===== src/rtl/car_detector_pkg.sv =====
// Shared types for the lot-gate car detector: FSM state encoding and the
// debounced beam patterns {deb_a, deb_b} that drive it.
package car_pkg;

    typedef enum logic [2:0] {
        IDLE     = 3'd0,
        ENT_A    = 3'd1,
        ENT_AB   = 3'd2,
        ENT_B    = 3'd3,
        EXT_B    = 3'd4,
        EXT_AB   = 3'd5,
        EXT_A    = 3'd6,
        WAIT_CLR = 3'd7
    } car_state_t;

    localparam logic [1:0] PAT_CLR = 2'b00;
    localparam logic [1:0] PAT_A   = 2'b10;
    localparam logic [1:0] PAT_B   = 2'b01;
    localparam logic [1:0] PAT_AB  = 2'b11;

endpackage


===== src/rtl/car_detector_sensor_debounce.sv =====
// Two-flop synchroniser followed by a consecutive-mismatch debouncer for one
// photo-beam input; the output only moves after DB_CYCLES stable samples.
module sensor_debounce #(
    parameter int DB_CYCLES = 16,
    parameter int DB_W      = $clog2(DB_CYCLES + 1)
) (
    input  logic clk,
    input  logic rst,
    input  logic raw,
    output logic deb
);

    logic            sync1_q, sync1_d;
    logic            sync2_q, sync2_d;
    logic            deb_q,   deb_d;
    logic [DB_W-1:0] cnt_q,   cnt_d;

    always_comb begin
        sync1_d = raw;
        sync2_d = sync1_q;
        deb_d   = deb_q;
        cnt_d   = '0;
        // Any matching sample restarts the run, so short glitches never flip deb.
        if (sync2_q != deb_q) begin
            if (cnt_q == DB_W'(DB_CYCLES - 1)) begin
                deb_d = ~deb_q;
            end else begin
                cnt_d = cnt_q + 1'b1;
            end
        end
    end

    always_ff @(posedge clk) begin
        if (!rst) begin
            sync1_q <= 1'b0;
            sync2_q <= 1'b0;
            deb_q   <= 1'b0;
            cnt_q   <= '0;
        end else begin
            sync1_q <= sync1_d;
            sync2_q <= sync2_d;
            deb_q   <= deb_d;
            cnt_q   <= cnt_d;
        end
    end

    assign deb = deb_q;

endmodule


===== src/rtl/car_detector.sv =====
// Lot-gate passage recogniser: debounces both beams and walks an entry/exit
// FSM, emitting registered one-cycle inc/dec/seq_err pulses.
module car_detector
    import car_pkg::*;
#(
    parameter int DB_CYCLES = 16,
    parameter int DB_W      = $clog2(DB_CYCLES + 1)
) (
    input  logic clk,
    input  logic rst,
    input  logic sensor_a,
    input  logic sensor_b,
    output logic inc,
    output logic dec,
    output logic seq_err,
    output logic busy
);

    logic       deb_a, deb_b;
    logic [1:0] pat;

    car_state_t state_q, state_d;
    logic       inc_q, inc_d;
    logic       dec_q, dec_d;
    logic       seq_err_q, seq_err_d;

    sensor_debounce #(.DB_CYCLES(DB_CYCLES), .DB_W(DB_W)) u_deb_a (
        .clk (clk),
        .rst (rst),
        .raw (sensor_a),
        .deb (deb_a)
    );

    sensor_debounce #(.DB_CYCLES(DB_CYCLES), .DB_W(DB_W)) u_deb_b (
        .clk (clk),
        .rst (rst),
        .raw (sensor_b),
        .deb (deb_b)
    );

    assign pat = {deb_a, deb_b};

    always_comb begin
        state_d   = state_q;
        inc_d     = 1'b0;
        dec_d     = 1'b0;
        seq_err_d = 1'b0;
        unique case (state_q)
            IDLE: begin
                case (pat)
                    PAT_A:   state_d = ENT_A;
                    PAT_B:   state_d = EXT_B;
                    PAT_AB:  seq_err_d = 1'b1;
                    default: ;
                endcase
            end
            ENT_A: begin
                case (pat)
                    PAT_AB:  state_d = ENT_AB;
                    PAT_CLR: state_d = IDLE;
                    PAT_B:   seq_err_d = 1'b1;
                    default: ;
                endcase
            end
            ENT_AB: begin
                case (pat)
                    PAT_B:   state_d = ENT_B;
                    PAT_A:   state_d = ENT_A;
                    PAT_CLR: seq_err_d = 1'b1;
                    default: ;
                endcase
            end
            ENT_B: begin
                case (pat)
                    PAT_CLR: begin
                        state_d = IDLE;
                        inc_d   = 1'b1;
                    end
                    PAT_AB:  state_d = ENT_AB;
                    PAT_A:   seq_err_d = 1'b1;
                    default: ;
                endcase
            end
            EXT_B: begin
                case (pat)
                    PAT_AB:  state_d = EXT_AB;
                    PAT_CLR: state_d = IDLE;
                    PAT_A:   seq_err_d = 1'b1;
                    default: ;
                endcase
            end
            EXT_AB: begin
                case (pat)
                    PAT_A:   state_d = EXT_A;
                    PAT_B:   state_d = EXT_B;
                    PAT_CLR: seq_err_d = 1'b1;
                    default: ;
                endcase
            end
            EXT_A: begin
                case (pat)
                    PAT_CLR: begin
                        state_d = IDLE;
                        dec_d   = 1'b1;
                    end
                    PAT_AB:  state_d = EXT_AB;
                    PAT_B:   seq_err_d = 1'b1;
                    default: ;
                endcase
            end
            WAIT_CLR: begin
                if (pat == PAT_CLR) begin
                    state_d = IDLE;
                end
            end
            default: state_d = IDLE;
        endcase

        // An errored passage parks in WAIT_CLR until both beams clear.
        if (seq_err_d) begin
            state_d = (pat == PAT_CLR) ? IDLE : WAIT_CLR;
        end
    end

    always_ff @(posedge clk) begin
        if (!rst) begin
            state_q   <= IDLE;
            inc_q     <= 1'b0;
            dec_q     <= 1'b0;
            seq_err_q <= 1'b0;
        end else begin
            state_q   <= state_d;
            inc_q     <= inc_d;
            dec_q     <= dec_d;
            seq_err_q <= seq_err_d;
        end
    end

    assign inc     = inc_q;
    assign dec     = dec_q;
    assign seq_err = seq_err_q;
    assign busy    = (state_q != IDLE);

endmodule


===== config.mk =====
export PLATFORM = sky130hd
export DESIGN_NAME = car_detector
export DESIGN_NICKNAME = d
export VERILOG_FILES = /design/src/rtl/car_detector_pkg.sv /design/src/rtl/car_detector_sensor_debounce.sv /design/src/rtl/car_detector.sv
export SDC_FILE = /design/constraint.sdc
export NUM_CORES = 1
export LEC_CHECK = 0
export ABC_AREA = 0
export CORE_MARGIN = 5
export CORE_UTILIZATION = 50
export CTS_BUF_LIST = sky130_fd_sc_hd__clkbuf_16
export DETAILED_ROUTE_END_ITERATION = 10
export PLACE_DENSITY = 0.72
export SLEW_MARGIN = 0
export SYNTH_ARGS = -nofsm -noshare
export SYNTH_HDL_FRONTEND = slang
export SYNTH_SLANG_ARGS = --single-unit

===== constraint.sdc =====
create_clock -name clk -period 2.65 [get_ports clk]
set_clock_uncertainty 0.15 [all_clocks]
set_input_delay 0.53 -clock clk [delete_from_list [all_inputs] [get_ports clk]]
set_output_delay 0.53 -clock clk [all_outputs]
set_load 0.02 [all_outputs]

After elaboration in Yosys (flattened, before gate mapping). Cells that the tools add are included.

Add/subtract/negate cells: 2. Equal/unequal tests: 20. Mux-type cells: 14. Bitwise operators: 5. Reduce and logical (&&, ||, !) cells: 15.

Operator list (number): case mux 3 bit (2 select lines) (5); case mux 3 bit (6 select lines) (1); == test 3 bit (second input constant) (4); adder 5 x 1 -> 5 bit (second input constant) (2); == test 5 x 4 -> 1 bit (second input constant) (2); OR reduction 2 bit (5); 2-to-1 mux 3 bit (3); inequality test 4 x 1 -> 1 bit (second input constant) (2); inequality test 4 bit (second input constant) (2); AND reduction 2 bit (4); == test 3 x 2 -> 1 bit (second input constant) (2); AND reduction 6 bit (1); OR reduction 3 bit (2); inverter 1 bit (5); == test 2 bit (second input constant) (2); 2-to-1 mux 1 bit (4); inequality test 4 x 3 -> 1 bit (second input constant) (1); case mux 1 bit (4 select lines) (1); == test 3 x 1 -> 1 bit (second input constant) (1); logical NOT 3 bit (1); inequality test 3 bit (second input constant) (1); nonzero test 3 bit (1); == test 2 x 1 -> 1 bit (second input constant) (1); logical NOT 2 bit (1); inequality test 1 bit (2).

Register bits: 22. Input bits: 4. Output and inout port bits: 4. Logic and storage cells: 68.

Logic depth before layout (Yosys ltp).
Depth in word-level cells: 5. Depth in mapped cells: 7. Gate-level depth less buffers: 7.

Hierarchy. From an unflattened synthesis, not the netlist that was laid out.

Cell total of the unflattened synthesis: 122. Area, all modules: 1141.1 µm².

Modules (own cells, without submodules): sensor_debounce (times used 2, cells each 27, area an instance 289.0 µm², sequential area each 160.2 µm²); car_detector (times used 1, cells each 68, area an instance 563.0 µm², sequential area each 120.1 µm²).

Worst setup path before layout. OpenSTA, ideal clock, no wires.

Path kind: register to register. Start: reg u_deb_a.deb_q, in the netlist u_deb_a.deb. End: reg state_q[2]. Library setup time: 0.073 ns. Arrival: 1.944 ns. Required time: 2.427 ns. Path slack: 0.483 ns. Stages on the path, launching flop included: 8. Buffers on the path: 0. Period minus slack after synthesis: 2.167 ns. Cells stage by stage: dfxtp_1 > inv_1 > ha_1 > mux2_1 > a22oi_1 > a21oi_1 > or4_1 > o211ai_2.

Cells in the longest elaborated chain, start to end: 5. Elaborated cells between the ends (all ways): 21. Classes of those cells: eq/ne: 9; mux: 10; reduce/logical: 2.

Ends and longest elaborated chain: start, declared (RTL line car_detector_sensor_debounce.sv:15) `logic deb_q, deb_d;`; start signal, assigned (RTL line car_detector_sensor_debounce.sv:37) `deb_q <= 1'b0;`; start signal, assigned (RTL line car_detector_sensor_debounce.sv:42) `deb_q <= deb_d;`; == test 2 x 1 -> 1 bit, or another cell as far along; 2-to-1 mux 1 bit, on equally long branches; case mux 1 bit (4 select lines) (RTL line car_detector.sv:48) `unique case (state_q)`; inequality test 4 bit (no line), or another cell as far along; AND reduction 6 bit (no line); end signal, assigned (RTL line car_detector.sv:132) `state_q <= state_d;`; end, declared (RTL line car_detector.sv:22) `car_state_t state_q, state_d;`.

Several ways; a longest one is shown, not always the timed one. The select of a mux whose other input is x is not followed. A chain may end at the register's enable or synchronous reset.

Worst setup path after layout.
Start: reg u_deb_b.deb_q, in the netlist u_deb_b.deb. End: reg state_q[2].

Cells in the longest elaborated chain, start to end: 5. Elaborated cells between the ends (all ways): 21. Classes of those cells: eq/ne: 9; mux: 10; reduce/logical: 2.

Ends and longest elaborated chain (RTL line): start, declared (car_detector_sensor_debounce.sv:15); start signal, assigned (car_detector_sensor_debounce.sv:37); start signal, assigned (car_detector_sensor_debounce.sv:42); == test 2 x 1 -> 1 bit, or another cell as far along; 2-to-1 mux 1 bit, on equally long branches; case mux 1 bit (4 select lines) (car_detector.sv:48); inequality test 4 bit (no line), or another cell as far along; AND reduction 6 bit (no line).

Several ways; a longest one is shown, not always the timed one. The select of a mux whose other input is x is not followed.

==> summary.md <==
| Metric | Value |
|---|---|
| Iteration count of the initial detailed-routing pass | `4` |
| CTS Root Cell | `clkbuf_16` |
| Worst hold endpoint | `u_deb_a.sync2_q` |
| Count of buffers inserted at the top-level ports | `7` |
| Highest achievable clock rate | `420 MHz` |
| Worst-case clock buffer depth | `2` |
| Final non-filler cell total | `151` |
| Diodes inserted | `0` |
| Worst-case register-to-register setup slack | `0.27 ns` |
| Total leakage power | `0.487 nW` |
| TritonCTS Buffers | `3` |
| Max transition margin | `56.4%` |
| Netlist cell types | `36` |
| Wire length of the first global-routing pass | `3130 um` |
| CTS tree | `built` |
| Worst Reg-to-Reg Cells | `7` |
| Final worst path period share | `89.8%` |
| Maximum number of pins on one net before global-route repair | `15` |
| RePlAce Congestion | `0.853` |
| Violation count after the first detailed-route iteration | `13` |
| Final setup viols | `0` |
| Part of the Yosys area used for sequential elements | `41.5%` |
| Number of endpoints with negative hold slack in the final report | `0` |
| Number of enable flip-flop cells after synthesis | `0` |
| Fraction of synthesized cell area taken by the top area cell type | `41.5%` |
| GRT Resource Usage Total | `12.4%` |
| Area overhead of the layout relative to synthesis | `18.6%` |
| Result of the run | `completed` |
| Layout net count | `137` |
| Number of max-slew violations in the final report | `0` |
| Reg-to-Reg Start | `u_deb_b.deb` |
| Most repeated cell in the gate-level netlist after synthesis | `dfxtp_1` |
| Net count after synthesis | `128` |
| Synth top area cells | `dfxtp_1, ha_1, nor2_1` |
| Critical hold path startpoint | `u_deb_a.sync1_q` |
| Die boundary width | `56.1 um` |
| DP Wirelength | `1360 um` |
| Crit path time final | `2.38 ns` |
| Post-synth ARST share | `0%` |
| Type of the tightest min-delay check | `flop to flop` |
| Worst Setup Start Kind | `flop` |
| Slowest stage delay, CP | `0.57 ns` |
| Largest driver fanout on the critical path | `8` |
| Number of top-level pins | `8` |
| Synthesized flop and latch total | `22` |
| Area enclosed by the die boundary | `3150 um2` |
| Number of filler instances in the final layout | `170` |
| Setup Fix Bufs, Post-CTS | `0` |
| Critical Path Sink Type | `flop` |
| Initial antenna violation count | `0` |
| Share of cells above drive strength 1 | `6.45%` |
| Insertion delay to the later sink of the worst-skew pair | `0.25 ns` |
| Clock sink count | `22` |
| Register clock-pin slew on the reported worst setup and hold paths | `0.06 ns` |
| TNS Setup | `0 ns` |
| Critical path required time | `2.68 ns` |
| Max-cap violation count | `0` |
| Setup CP Type | `flop to flop` |
| Hold-fix buffer count after cts | `0` |
| Remaining global-route overflow | `0` |
| DP Cell Count | `147` |
| Area inside the core boundary | `2000 um2` |
| Number of warning messages in the yosys log | `0` |
| Average cell area after synthesis | `9.16 um2` |
| Mapped cell area | `1060 um2` |
| Crit path max-delay cell type | `or4_1` |
| Library cell with the largest summed area after synthesis | `dfxtp_1` |
| Leading post-synthesis cells by instance count | `dfxtp_1, nor2_1, ha_1, nand2_1, inv_1` |
| IR drop worst, VDD | `457 uV` |
| CTS resizes | `0` |
| Ratio of routed vias to standard cells | `5.44` |
| Main flop type after synthesis | `dfxtp_1` |
| DRC Markers | `0` |
| Worst r2r dst | `state_q[2]` |
| Hold Path Cell Cnt | `1` |
| Number of instances in the synthesized netlist | `116` |
| Unrepaired setup endpoints after global routing | `false` |
| CTS H-Tree Depth | `1` |
| Worst-path cell chain | `inv_1, ha_1, mux4_2, nor2_1, a21oi_1, or4_1, o211ai_2` |
| Endpoint arrival time on the critical path | `2.41 ns` |
| Placement row count | `16` |
| Areal power density over the cells | `657 nW/um2` |
| Chip height | `56.1 um` |
| Worst slew pin tran | `0.648 ns` |
| Wire length per cell after detailed routing | `11.9 um` |
| Vias post-DR | `822` |
| Number of antenna-violating nets in the routed design | `0` |
| WL final | `1800 um` |
| Initial Util | `53.1%` |
| Via count of the first global-routing pass | `766` |
[worst max-delay path: cells and delay by family (launching register included)]
kind                       cells  cell delay (ns)
AOI/OAI and AO/OA              2             0.18
adders and majority gates      1             0.28
buffers and inverters          1             0.10
DFF                            1             0.43
muxes                          1             0.47
and+or+nand+nor                2             0.69
[flip-flops by register name (all words and copies together) (netlist names)]
| signal | cells |
|---|---|
| dec | 1 |
| inc | 1 |
| seq_err | 1 |
| state_q | 3 |
| u_deb_a.cnt_q | 5 |
| u_deb_a.deb | 1 |
| u_deb_a.sync1_q | 1 |
| u_deb_a.sync2_q | 1 |
| u_deb_b.cnt_q | 5 |
| u_deb_b.deb | 1 |
| u_deb_b.sync1_q | 1 |
| u_deb_b.sync2_q | 1 |
[report_power, final]
group          switching (W)  internal, W
registers          0.0000124     0.000337
logic              0.0000338    0.0000301
clock network       0.000115     0.000300
[cell families (layout without fill, tap and decap cells)]
family,Yosys count,count (layout),share of synthesized area [%]
AO/OA/AOI/OAI,15,15,10.4
XOR/XNOR,6,6,4.95
adder cells (fa/ha/maj),8,8,9.42
buffers and inverters,12,20,4.59
flip-flops,22,22,41.5
multiplexers,6,6,7.07
AND/OR/NAND/NOR,47,47,22.1
[per-stage QoR]
stage	utilization [%]	setup WS (ns)	hold slack, ns	cell area (um2)	power (W)
after CTS	62.9	0.267	0.286	1260	0.000840
after detailed placement	57.7	0.290	0.273	1150	0.000421
after floorplan	-	0.483	0.262	1060	0.000400
after global routing	62.9	0.156	0.311	1260	0.000862
after global placement	57.7	0.378	0.266	1150	0.000419
final	62.9	0.271	0.281	1260	0.000828
[routing by layer]
metal  vias up  wire length (um)  global-route usage [%]
met4         0                27                    7.46
met5         -                 0                       0
li1        418                 -                       -
met3         2                94                    2.78
met1       382               882                    16.1
met2        20               800                    18.4
[layout by cell type, fill, tap and decap left out, types with 3 or more instances in the layout]
cell / synthesis / layout
nor3_1: 4 / 4
inv_1: 7 / 7
dfxtp_1: 22 / 22
ha_1: 8 / 8
clkdlybuf4s50_1: 0 / 7
xor2_1: 4 / 4
mux2i_1: 3 / 3
nor2b_1: 4 / 4
and2_1: 5 / 5
clkbuf_16: 0 / 3
nand2_1: 8 / 8
nor2_1: 16 / 16
[worst max path at each step]
stage / start / endpoint / slack (ns)
6_report: u_deb_b.deb / state_q[2] / 0.27
5_1_grt: u_deb_b.deb / state_q[2] / 0.16
4_1_cts: u_deb_b.deb / state_q[1] / 0.27
3_5_place_dp: u_deb_b.deb / state_q[1] / 0.29
3_3_place_gp: u_deb_a.deb / state_q[2] / 0.38
2_1_floorplan: u_deb_a.deb / state_q[2] / 0.48
[cell type report]
cell class | count | area [um2] | area share, %
Multi-Input combinational cell | 82 | 573 | 45.5
Sequential cell | 22 | 440 | 35.0
Timing Repair Buffer | 8 | 77.6 | 6.16
Clock buffer | 3 | 75.1 | 5.96
Tap cell | 27 | 33.8 | 2.68
Clock inverter | 1 | 30.0 | 2.38
Inverter | 8 | 30.0 | 2.38
(Power assumes the default switching activity.)
